`src/rtl/sisc_fetch_unit.sv`:
```
// SISC instruction-fetch stage: program counter, branch-target math, and an
// instruction register filled over a req/ack memory handshake with timeout.
module sisc_fetch_unit #(
  parameter int                ADDR_W   = 16,
  parameter logic [ADDR_W-1:0] RESET_PC = '0,
  parameter int                TIMEOUT  = 15
) (
  input  logic              clk,
  input  logic              rst,
  input  logic              ir_load,
  input  logic              pc_write,
  input  logic              pc_sel,
  input  logic              br_sel,
  output logic              imem_req,
  output logic [ADDR_W-1:0] imem_addr,
  input  logic              imem_ack,
  input  logic [31:0]       imem_rdata,
  output logic [31:0]       ir,
  output logic [3:0]        opcode,
  output logic [3:0]        mm,
  output logic [3:0]        rd_f,
  output logic [3:0]        rs_f,
  output logic [3:0]        rt_f,
  output logic [15:0]       imm,
  output logic [ADDR_W-1:0] pc_out,
  output logic              ir_valid,
  output logic              fetch_busy,
  output logic              halted,
  output logic              fetch_err
);
  localparam int CNT_W = $clog2(TIMEOUT + 1);

  typedef enum logic {S_IDLE, S_WAIT} state_t;

  state_t             state, state_d;
  logic [CNT_W-1:0]   cnt;
  logic [ADDR_W-1:0]  pc, pc_upd, pc_inc, imm_a;
  logic               start, done_ack, done_to, pc_we, timeout_hit;

  assign opcode = ir[31:28];
  assign mm     = ir[27:24];
  assign rd_f   = ir[23:20];
  assign rs_f   = ir[19:16];
  assign rt_f   = ir[15:12];
  assign imm    = ir[15:0];
  assign pc_out = pc;

  assign imm_a       = ADDR_W'(imm);
  assign pc_inc      = pc + ADDR_W'(1);
  assign pc_upd      = pc_sel ? (br_sel ? imm_a : pc_inc + imm_a) : pc_inc;
  assign pc_we       = pc_write && (state == S_IDLE);
  assign timeout_hit = (cnt == CNT_W'(TIMEOUT - 1));

  always_ff @(posedge clk or posedge rst) begin
    if (rst) state <= S_IDLE;
    else     state <= state_d;
  end

  always_comb begin
    state_d  = state;
    start    = 1'b0;
    done_ack = 1'b0;
    done_to  = 1'b0;
    case (state)
      S_IDLE: if (ir_load && !halted) begin
        state_d = S_WAIT;
        start   = 1'b1;
      end
      S_WAIT: if (imem_ack) begin
        state_d  = S_IDLE;
        done_ack = 1'b1;
      end else if (timeout_hit) begin
        state_d = S_IDLE;
        done_to = 1'b1;
      end
      default: state_d = S_IDLE;
    endcase
  end

  always_ff @(posedge clk or posedge rst) begin
    if (rst) begin
      pc         <= RESET_PC;
      imem_addr  <= RESET_PC;
      ir         <= '0;
      ir_valid   <= 1'b0;
      imem_req   <= 1'b0;
      fetch_busy <= 1'b0;
      halted     <= 1'b0;
      fetch_err  <= 1'b0;
      cnt        <= '0;
    end else begin
      if (pc_we) pc <= pc_upd;
      // The fetch address must not move under an outstanding request.
      if (state == S_WAIT && pc_write) fetch_err <= 1'b1;
      if (start) begin
        imem_req   <= 1'b1;
        fetch_busy <= 1'b1;
        imem_addr  <= pc;
        ir_valid   <= 1'b0;
        cnt        <= '0;
      end else if (state == S_IDLE) begin
        imem_addr <= pc_we ? pc_upd : pc;
      end
      if (done_ack) begin
        ir         <= imem_rdata;
        ir_valid   <= 1'b1;
        imem_req   <= 1'b0;
        fetch_busy <= 1'b0;
        halted     <= (imem_rdata[31:28] == 4'hF);
      end else if (done_to) begin
        ir         <= '0;
        ir_valid   <= 1'b1;
        imem_req   <= 1'b0;
        fetch_busy <= 1'b0;
        halted     <= 1'b0;
        fetch_err  <= 1'b1;
      end else if (state == S_WAIT) begin
        cnt <= cnt + CNT_W'(1);
      end
    end
  end
endmodule

```
`config.mk`:
```
export PLATFORM = sky130hd
export DESIGN_NAME = sisc_fetch_unit
export DESIGN_NICKNAME = d
export VERILOG_FILES = /design/src/rtl/sisc_fetch_unit.sv
export SDC_FILE = /design/constraint.sdc
export NUM_CORES = 1
export LEC_CHECK = 0
export BUFFER_PORTS_ARGS = -buffer_cell sky130_fd_sc_hd__buf_2
export CAP_MARGIN = 20
export CORE_UTILIZATION = 57
export CTS_BUF_LIST = sky130_fd_sc_hd__clkbuf_2
export CTS_CLUSTER_DIAMETER = 40
export DETAILED_ROUTE_END_ITERATION = 8
export PLACE_DENSITY_LB_ADDON = 0.08
export SETUP_SLACK_MARGIN = 0.2
export SLEW_MARGIN = 20
export SYNTH_ARGS = -nofsm -noshare
export SYNTH_HDL_FRONTEND = slang
export SYNTH_SLANG_ARGS = --single-unit
```
`constraint.sdc`:
```
create_clock -name clk -period 10.39 [get_ports clk]
set_clock_uncertainty 0.15 [all_clocks]
set_input_delay 1.5585 -clock clk [delete_from_list [all_inputs] [get_ports clk]]
set_output_delay 1.5585 -clock clk [all_outputs]
set_load 0.01 [all_outputs]
```
==> metrics.md <==
| Metric | Value |
|---|---|
| Global-route wire length before repair | roughly 18000 um |
| Clock Latency Late Sink | 520 ps |
| WHS | roughly 360 ps |
| Hold_buf cts | 0 |
| Leakage | 0.00260 uW |
| Setup TNS Final | 0 ps |
| Largest net degree at the start of global routing | between 70 and 80 |
| Crit Path Class | flip-flop to flip-flop |
| Achievable Freq | 0.273 GHz |
| Pre-antenna DRT Iters | 4 |
| Vias in the first global route | approximately 3600 |
| Global route overflow | 0 |
| Layout area overhead | 11.9% |
| Row Count | 32 |
| Clk slew on worst S/H paths | roughly 210 ps |
| IO buf count | 143 |
| Period utilisation layout | 35.2% |
| Total track usage | a little over a quarter |
| Initial antenna violation count | 0 |
| Routed length per instance | 16.1 um |
| Post-Syn Nets | 538 |
| Slew Limit Fails | 0 |
| Max transition margin | slightly below 40% |
| Worst Hold Class | flip-flop to flip-flop |
| Post-route minimum period | 3660 ps |
| H-tree levels | 3 |
| Routed Antenna Nets | 0 |
| EDFF count, synth | 0 |
| Via Count | 3845 |
| Startpoint types | flip-flop |
| Final wirelength | around 11000 um |
| Critical Path RT | around 11000 ps |
| Crit end category | flip-flop |
| Die X | ~90 um |
| Max FO, Critical Path | 9 |
| Largest vdd supply drop | 0.000128 V |
| Antenna cells | 0 |
| Syn avg cell area | roughly 9.6 um2 |
| DRT iter0 DRCs | between 200 and 300 |
| Via density | ~5.7 |
| Dominant cell type by area after synthesis | dfrtp_1 |
| Filler instances | around 650 |
| Io pins | 144 |
| CTS root buf | clkbuf_2 |
| Max-cap viol count | 0 |
| Synth top area share | 40.0% |
| PostCTS Resize Cnt | 0 |
| Final Wtd Congestion | about 0.90 |
| Post-CTS setup buffers | 0 |
| Final Hold Fails | 0 |
| Post-Layout Cell Count | about 680 |
| Ys Warns | 0 |
| WP data arrival | between 3000 and 4000 ps |
| Setup violators final | 0 |
| Yosys cell types | 63 |
| Die area | between 8000 and 9000 um2 |
| DRC | 0 |
| Main flop type after synthesis | dfrtp_1 |
| CTS tree | yes |
| Post-Place Cells | 660 |
| Mapped Area | ~4600 um2 |
| TritonCTS buffer count | 9 |
| Outcome | completed |
| RSZ-0062 raised after global routing | false |
| Layout cells sized above 1 | between 30% and 40% |
| FFs w/ async S/R, synth | 100% |
| Post-synthesis cell count | ~480 |
| Die Height | approximately 90 um |
| Sequential area share after synthesis | about 40% |
| Slew @ Worst Pin | between 900 and 1000 ps |
| Clk sinks | 73 |
| Core Region | 7730 um2 |
| Starting Density | 59.1% |
| Area contributors post-synth | dfrtp_1 40%, buf_4 7.1%, a22o_1 6.1%, ha_1 6.0%, nand2_1 4.6% |
| Final #Nets | between 600 and 700 |
| P per Cell Area | approximately 290 nW/um2 |
| CTS Buffer Depth | 2 |
| #FFs+latches synth | 73 |
| Detailed placer's ending HPWL | a little over 8000 um |
critical path, cell delays in order, from the launching register on:
cell	delay, ps
dfrtp_1	540
ha_1	270
and3_1	300
and3_1	240
nand4_1	120
xnor2_1	250
ha_1	370
a21o_1	230
a21o_1	170
a221oi_1	240
o31ai_1	130
mux2i_1	200
mux2i_1	280
o41ai_2	80
cell families after synthesis:
group                      synth area share (%)
xor gates and xnor gates                   4.22
and+or+nand+nor                            14.4
adders and majority gates                  6.47
AOI/OAI and AO/OA                          22.1
DFF                                        40.0
buffers and inverters                      9.89
muxes                                      2.88
per-layer routing:
| metal | up-vias | GRT usage (%) | share of wire, % |
|---|---|---|---|
| li1 | 1880 | - | - |
| met4 | 0 | 9.92 | 1.7 |
| met5 | - | 0 | 0 |
| met2 | 145 | 42.7 | 45 |
| met3 | 17 | 4.94 | 6.4 |
| met1 | 1803 | 38.0 | 47 |
Yosys cell counts (all sizes together), types with 2 or more instances:
cell type	instances
a211oi	6
a21boi	2
a21o	10
a21oi	22
a221oi	2
a22o	32
a31oi	4
a32o	2
and2	5
and3	4
and3b	2
and4	3
buf	48
clkbuf	16
dfrtp	73
ha	22
inv	9
mux2i	12
nand2	56
nand2b	7
nand3	17
nand4	6
nor2	18
nor2b	5
nor3	4
o211ai	2
o21ai	33
o22ai	5
o31ai	6
or3	2
xnor2	12
xor2	10
per-stage QoR:
step	cell area, um2	utilization (%)	setup slack, ps	power (uW)
after floorplan	4570	-	6830	1130
after global placement	5020	64.9	6890	1320
after detailed placement	5020	64.9	6760	1330
after CTS	5110	66.1	6750	1470
after global routing	5110	66.1	6530	1590
final	5110	66.1	6730	1470
flip-flops by register name, indices dropped and copies added, names as in the netlist:
signal      cells
ir             32
pc_out         16
state           1
fetch_busy      1
halted          1
ir_valid        1
cnt             4
fetch_err       1
imem_addr      16
area by class of cell:
type	instances	area [um2]	share of cell area (%)
inverter	10	37.5	0.735
sequential	73	1830	35.7
tap	102	128	2.50
clock inverter	6	41.3	0.808
multi-input combinational	329	2290	44.8
clock buffer	10	50.0	0.979
timing repair buffer	146	738	14.4
placed cells by master (no fill, tap or decap), types with 2 or more instances in the layout:
cell type   netlist  layout
buf_2             4     143
dfrtp_1          73      73
nand2_1          56      56
a22o_1           32      32
o21ai_0          23      23
ha_1             22      22
a21oi_1          20      20
nor2_1           18      18
nand3_1          16      16
mux2i_1          12      12
xnor2_1          12      12
xor2_1           10      10
a21o_1           10      10
clkbuf_2          0      10
inv_1             9       8
o21ai_1           8       8
nand2b_1          7       7
o31ai_1           6       6
o22ai_1           5       5
a31oi_1           4       4
nor2b_1           4       4
nand4_1           4       4
and2_1            5       4
and3_1            4       4
a211oi_1          4       4
and4_1            3       3
nor3_1            3       3
buf_4            43       3
nand4_2           2       2
clkinv_1          1       2
a21oi_2           2       2
a211oi_2          2       2
o21ai_2           2       2
a221oi_1          2       2
a32o_1            2       2
and3b_1           2       2
o211ai_1          2       2
inv_6             0       2
clkinvlp_4        0       2
power breakdown:
group	total (uW)	leakage, uW	internal, uW	switching (uW)
Clock	137	0.0000564	32.8	104
Sequential	521	0.000898	386	135
Combinational	811	0.00165	355	456
Total	1470	0.00260	774	695
final timing paths:
check / to / slack [ps] / cells after the start / start
hold / removal: ir_valid / 360 / 2 / ir_valid
max in group asynchronous: pc_out[6] / 8350 / 3 / rst
hold reg to reg: ir_valid / 360 / 2 / ir_valid
setup reg to reg: imem_addr[15] / 6730 / 13 / pc_out[0]
setup / recovery: imem_addr[15] / 6730 / 13 / pc_out[0]
min in group asynchronous: ir[13] / 1110 / 3 / rst
(Power assumes the default switching activity.)
